[config.mk]
export PLATFORM = sky130hd
export DESIGN_NAME = alu_cmd_sequencer
export DESIGN_NICKNAME = d
export VERILOG_FILES = /design/src/rtl/alu_cmd_sequencer.sv
export SDC_FILE = /design/constraint.sdc
export NUM_CORES = 1
export LEC_CHECK = 0
export BUFFER_PORTS_ARGS = -buffer_cell sky130_fd_sc_hd__buf_2
export CORE_UTILIZATION = 25
export DETAILED_ROUTE_END_ITERATION = 8
export PLACE_DENSITY = 0.46
export SLEW_MARGIN = 40
export SYNTH_ARGS = -nofsm -noshare
export SYNTH_HDL_FRONTEND = slang
export SYNTH_SLANG_ARGS = --single-unit
[constraint.sdc]
create_clock -name clk -period 2.52 [get_ports clk]
set_input_delay 0.504 -clock clk [delete_from_list [all_inputs] [get_ports clk]]
set_output_delay 0.504 -clock clk [all_outputs]
set_load 0.05 [all_outputs]
[src/rtl/alu_cmd_sequencer.sv]
// Purpose : front end for a registered ALU; queues operand/opcode commands, issues one per cycle, returns results in order.
// Latency : command accepted at edge A issues at A+1 and is captured into the result FIFO at A+ALU_LAT+2.
// Backpres: cmd_ready_o drops when the command FIFO is full; issue stalls when results held + in flight reach RES_DEPTH.
//
// Ports:
//   clk, rst_n_i                         clock (rising edge), async active-low reset
//   cmd_valid_i/cmd_ready_o              command handshake, payload cmd_a_i, cmd_b_i, cmd_inst_i
//   alu_a_o, alu_b_o, alu_inst_o         registered operands/opcode to the ALU
//   alu_data_i                           ALU result, sampled ALU_LAT+1 edges after issue
//   res_valid_o/res_ready_i, res_data_o  show-ahead result handshake
//   busy_o                               any command queued, in flight or result pending

// Generic synchronous FIFO with show-ahead head.
// Latency : pushed data visible at head one edge after push when empty.
// Backpres: push ignored while full, pop ignored while empty (full/empty judged at start of cycle).
module alu_seq_fifo #(
    parameter int W     = 8,
    parameter int DEPTH = 4
) (
    input  logic                       clk,
    input  logic                       rst_n,
    input  logic                       push,
    input  logic [W-1:0]               push_dat,
    input  logic                       pop,
    output logic [W-1:0]               head_dat,
    output logic [$clog2(DEPTH):0]     count
);
    localparam int AW = $clog2(DEPTH);
    localparam int CW = AW + 1;

    logic [W-1:0]  mem [DEPTH];
    logic [AW-1:0] wr_ptr;
    logic [AW-1:0] rd_ptr;
    logic          full;
    logic          empty;
    logic          push_ok;
    logic          pop_ok;

    assign full    = (count == CW'(DEPTH));
    assign empty   = (count == '0);
    assign push_ok = push & ~full;
    assign pop_ok  = pop & ~empty;

    // Head reads as zero when empty so the output is clean after reset.
    assign head_dat = empty ? '0 : mem[rd_ptr];

    always_ff @(posedge clk) begin
        if (push_ok) begin
            mem[wr_ptr] <= push_dat;
        end
    end

    always_ff @(posedge clk or negedge rst_n) begin
        if (!rst_n) begin
            wr_ptr <= '0;
            rd_ptr <= '0;
            count  <= '0;
        end else begin
            // Pointers are exactly AW bits, so DEPTH being a power of 2 makes them wrap naturally.
            if (push_ok) wr_ptr <= wr_ptr + 1'b1;
            if (pop_ok)  rd_ptr <= rd_ptr + 1'b1;
            case ({push_ok, pop_ok})
                2'b10:   count <= count + 1'b1;
                2'b01:   count <= count - 1'b1;
                default: count <= count;
            endcase
        end
    end
endmodule

module alu_cmd_sequencer #(
    parameter int         ALU_LAT   = 1,
    parameter int         CMD_DEPTH = 4,
    parameter int         RES_DEPTH = 4,
    parameter logic [2:0] IDLE_INST = 3'b000
) (
    input  logic        clk,
    input  logic        rst_n_i,
    input  logic        cmd_valid_i,
    output logic        cmd_ready_o,
    input  logic [7:0]  cmd_a_i,
    input  logic [7:0]  cmd_b_i,
    input  logic [2:0]  cmd_inst_i,
    output logic [7:0]  alu_a_o,
    output logic [7:0]  alu_b_o,
    output logic [2:0]  alu_inst_o,
    input  logic [15:0] alu_data_i,
    output logic        res_valid_o,
    input  logic        res_ready_i,
    output logic [15:0] res_data_o,
    output logic        busy_o
);
    localparam int CMD_W  = 19;
    localparam int CCW    = $clog2(CMD_DEPTH) + 1;
    localparam int RCW    = $clog2(RES_DEPTH) + 1;
    localparam int IW     = $clog2(ALU_LAT + 2);
    localparam int SW     = $clog2(RES_DEPTH + ALU_LAT + 2) + 1;

    logic [CMD_W-1:0] cmd_head;
    logic [CCW-1:0]   cmd_count;
    logic [RCW-1:0]   res_count;
    logic             cmd_full;
    logic             cmd_empty;
    logic             issue;
    logic             capture;
    logic [ALU_LAT:0] pipe;
    logic [IW-1:0]    inflight;
    logic [SW-1:0]    credit_sum;

    assign cmd_full    = (cmd_count == CCW'(CMD_DEPTH));
    assign cmd_empty   = (cmd_count == '0);
    assign cmd_ready_o = ~cmd_full;

    alu_seq_fifo #(.W(CMD_W), .DEPTH(CMD_DEPTH)) u_cmd_fifo (
        .clk      (clk),
        .rst_n    (rst_n_i),
        .push     (cmd_valid_i),
        .push_dat ({cmd_a_i, cmd_b_i, cmd_inst_i}),
        .pop      (issue),
        .head_dat (cmd_head),
        .count    (cmd_count)
    );

    // Number of issued commands whose result has not yet been captured.
    always_comb begin
        inflight = '0;
        for (int i = 0; i <= ALU_LAT; i++) begin
            inflight = inflight + IW'(pipe[i]);
        end
    end

    // Credit: every issued command reserves a result slot, so capture can never overflow.
    // The entry being captured this edge still counts as in flight, keeping the check conservative.
    assign credit_sum = SW'(res_count) + SW'(inflight);
    assign issue      = ~cmd_empty & (credit_sum < SW'(RES_DEPTH));

    // pipe[k] set means the command issued k+1 edges ago; the ALU result is valid when it reaches the top.
    assign capture = pipe[ALU_LAT];

    always_ff @(posedge clk or negedge rst_n_i) begin
        if (!rst_n_i) begin
            pipe       <= '0;
            alu_a_o    <= '0;
            alu_b_o    <= '0;
            alu_inst_o <= IDLE_INST;
        end else begin
            pipe <= {pipe[ALU_LAT-1:0], issue};
            if (issue) begin
                alu_a_o    <= cmd_head[18:11];
                alu_b_o    <= cmd_head[10:3];
                alu_inst_o <= cmd_head[2:0];
            end else begin
                alu_a_o    <= '0;
                alu_b_o    <= '0;
                alu_inst_o <= IDLE_INST;
            end
        end
    end

    alu_seq_fifo #(.W(16), .DEPTH(RES_DEPTH)) u_res_fifo (
        .clk      (clk),
        .rst_n    (rst_n_i),
        .push     (capture),
        .push_dat (alu_data_i),
        .pop      (res_ready_i),
        .head_dat (res_data_o),
        .count    (res_count)
    );

    assign res_valid_o = (res_count != '0);
    assign busy_o      = ~cmd_empty | (pipe != '0) | res_valid_o;
endmodule

==> metrics <==
clk_skew 0.01074 ns; clock slew at reported path FFs 0.07 ns; initial antenna violation count 0; Boundary Pins 77; ANT cells 0; period utilization 0.9703; DIE AREA 27380 um^2; CP Data Arrival Time 1.94 ns; Root Buffer clkbuf_16; WHS Path Cells 1; Fmax 409.0 MHz; CP peak stage delay 0.52 ns; row count 59; drt pass-1 iters 7; Clock Latency Late Sink 0.42 ns; core area 26130 um^2; Post-Syn Area 6680 um^2; TritonCTS Sinks 175; CTS Buffer Depth 2; Post-Syn Instances 319; WS Path Type reg -> out; final net count 475; endpoints failing setup 0; Design Power 0.01085 W; sequential fraction of the synthesis area 0.7604; R2R cell count 7; vias in the first global route 3451; Final min period 2.445 ns; die width 165.5 um; DR iter-0 viols 196; Slowest-stage cell, CP or4b_4; reg2reg end u_cmd_fifo.count[1]; R2R setup slack 0.19 ns; CTS H-tree depth 4; Syn. warnings 0; final hold violations 0; grt total ovfl 0; Crit. End Element output pin; number of max-cap violations 0; post-route ant nets 0; number of synthesized flops with an enable pin 140; Post-synth ARST share 0.2000; routed vias 3152; crit-path cells or3_4 > or4b_4 > buf_8; Fillers 2580; final std cells w/o fill 771; Pleak 3.037 nW; Routed WL per cell 17.19 um; Mapped Avg Cell Area 20.94 um^2; critical path capture point busy_o; cell area power density 1322 nW/um^2; cts bufs inserted 17; CP max FO 4; violated checks design-rule violations; Die H 165.5 um; Hold Crit Class in -> reg; Area Overhead vs Synth 22.87%; Starting Density 0.2556; Final Slew Violations 0; RD Place Congestion 0.6981; CTS tree yes; CP Data Required Time 2.02 ns; TNS Setup 0 ns; drt total wl 13.26 mm; share of post-route cells with drive strength above 1 0.3853; fraction of synthesized cell area taken by the top area cell type 0.6293; unrepaired setup endpoints after global routing false; CP startpoint u_res_fifo.count[0]; Placed Cells incl. Taps 736; Synth Register Bits 175; Area contributors post-synth edfxtp_1 63%, dfrtp_1 13%, mux4_2 12%; maximum vdd drop 698.6 uV; global-route wire length before repair 20.15 mm; Post-Syn Nets 371; DP Wirelength 8.038 mm; Via density 4.088; ys flop type edfxtp_1; Tightest Pin Transition 0.4721 ns; run status complete, but fails checks; Buffers on Ports 76; DRC Markers 18; total track usage 0.1034; Setup crit start kind flip-flop; Yosys cell types 28; Yosys top cell by area edfxtp_1; max_slew headroom 0.6771; largest net degree at the start of global routing 21; reg2reg start u_res_fifo.count[0]
==> synthesized netlist by cell type, types with 3 or more instances <==
cell type and n:
xor2_1 5, clkbuf_1 3, xnor2_1 7, edfxtp_1 140, ha_1 11, buf_2 4
inv_1 12, dfrtp_1 35, buf_4 3, and2_1 22, nor2b_1 19, mux4_2 35
and3_1 4
==> registers in the layout, summed over array words and instances (netlist names) <==
signal,flops
u_res_fifo.rd_ptr,2
u_res_fifo.wr_ptr,2
u_cmd_fifo.rd_ptr,2
alu_a_o,8
alu_inst_o,3
u_res_fifo.count,3
u_cmd_fifo.count,3
alu_b_o,8
u_res_fifo.mem,64
u_cmd_fifo.wr_ptr,2
u_cmd_fifo.mem,76
pipe,2
==> layout by cell type (no fill, tap or decap), types with 4 or more instances in the layout <==
cell type | Yosys | layout
nor2b_1 | 19 | 19
ha_1 | 11 | 11
xor2_1 | 5 | 5
and3_1 | 4 | 4
and2_1 | 22 | 22
inv_8 | 0 | 4
inv_1 | 12 | 12
mux4_2 | 35 | 35
xnor2_1 | 7 | 7
edfxtp_1 | 140 | 140
inv_6 | 0 | 4
buf_4 | 3 | 20
clkbuf_16 | 0 | 18
dfrtp_1 | 35 | 34
buf_2 | 4 | 73
==> critical path: cells and delay by family (launching register included) <==
kind | cells | cell delay (ns)
DFF | 1 | 0.43
buffers and inverters | 1 | 0.17
and+or+nand+nor | 2 | 0.92
==> worst min path at each step <==
stage                from                   end  slack (ns)
6_report       cmd_b_i[3]  u_cmd_fifo.mem[3][6]        0.29
5_1_grt        cmd_b_i[3]  u_cmd_fifo.mem[1][6]        0.27
3_5_place_dp      pipe[0]               pipe[1]        0.40
4_1_cts        cmd_b_i[3]  u_cmd_fifo.mem[1][6]        0.27
3_3_place_gp      pipe[0]               pipe[1]        0.39
2_1_floorplan     rst_n_i            alu_a_o[0]        0.21
==> routing by layer <==
layer	share of wire	global-route usage	routed length, um
met1	0.44	0.1224	5822
met2	0.50	0.1784	6633
met5	0	0	0
met3	0.048	0.03097	641
met4	0.012	0.03347	157
==> per-stage QoR <==
| step | utilization | cell area, um^2 | hold slack [ns] | worst slack [ns] |
|---|---|---|---|---|
| finish | 0.3141 | 8208 | 0.2889 | 0.07487 |
| floorplan | - | 6680 | 0.2084 | 0.1471 |
| global placement | 0.2890 | 7551 | 0.3905 | 0.2790 |
| CTS | 0.3127 | 8170 | 0.2692 | 0.004600 |
| global route | 0.3141 | 8208 | 0.2707 | 0.009135 |
| detailed placement | 0.2890 | 7551 | 0.4045 | 0.1864 |
==> logic make-up (layout without fill, tap and decap cells) <==
family,after synthesis,count (layout),synth area share
flops,175,175,0.7604
simple gates,52,52,0.04982
mux,39,39,0.1246
buf+inv,24,141,0.01817
fa+ha+maj,13,13,0.02660
xor+xnor,12,12,0.01573
compound gates,4,4,0.004684
==> power by group <==
part	internal, W	leakage (nW)	switching [W]
logic	0.00155	1.03	0.00256
clock network	0.00142	0.292	0.00119
registers	0.00388	1.72	0.000254
==> timing repair <==
action,4_1_cts,5_1_grt
endpoints found under the setup margin,3,17
hold buffers,1,0
hold endpoints to repair,9,0
gates cloned,0,1
pin swaps,0,1
gates resized for setup,4,2
setup buffers,0,1
==> cell type report <==
| type | instances | area, um^2 | area share |
|---|---|---|---|
| clock buffers | 17 | 425.4 | 0.05183 |
| multi-input cells | 120 | 1479 | 0.1802 |
| clock inverters | 15 | 172.7 | 0.02104 |
| inverters | 12 | 45.04 | 0.005488 |
| flip-flops and latches | 175 | 5081 | 0.6191 |
| repair buffers | 97 | 585.6 | 0.07134 |
| well taps | 335 | 419.2 | 0.05107 |
Power figures use the tool's default switching activity.
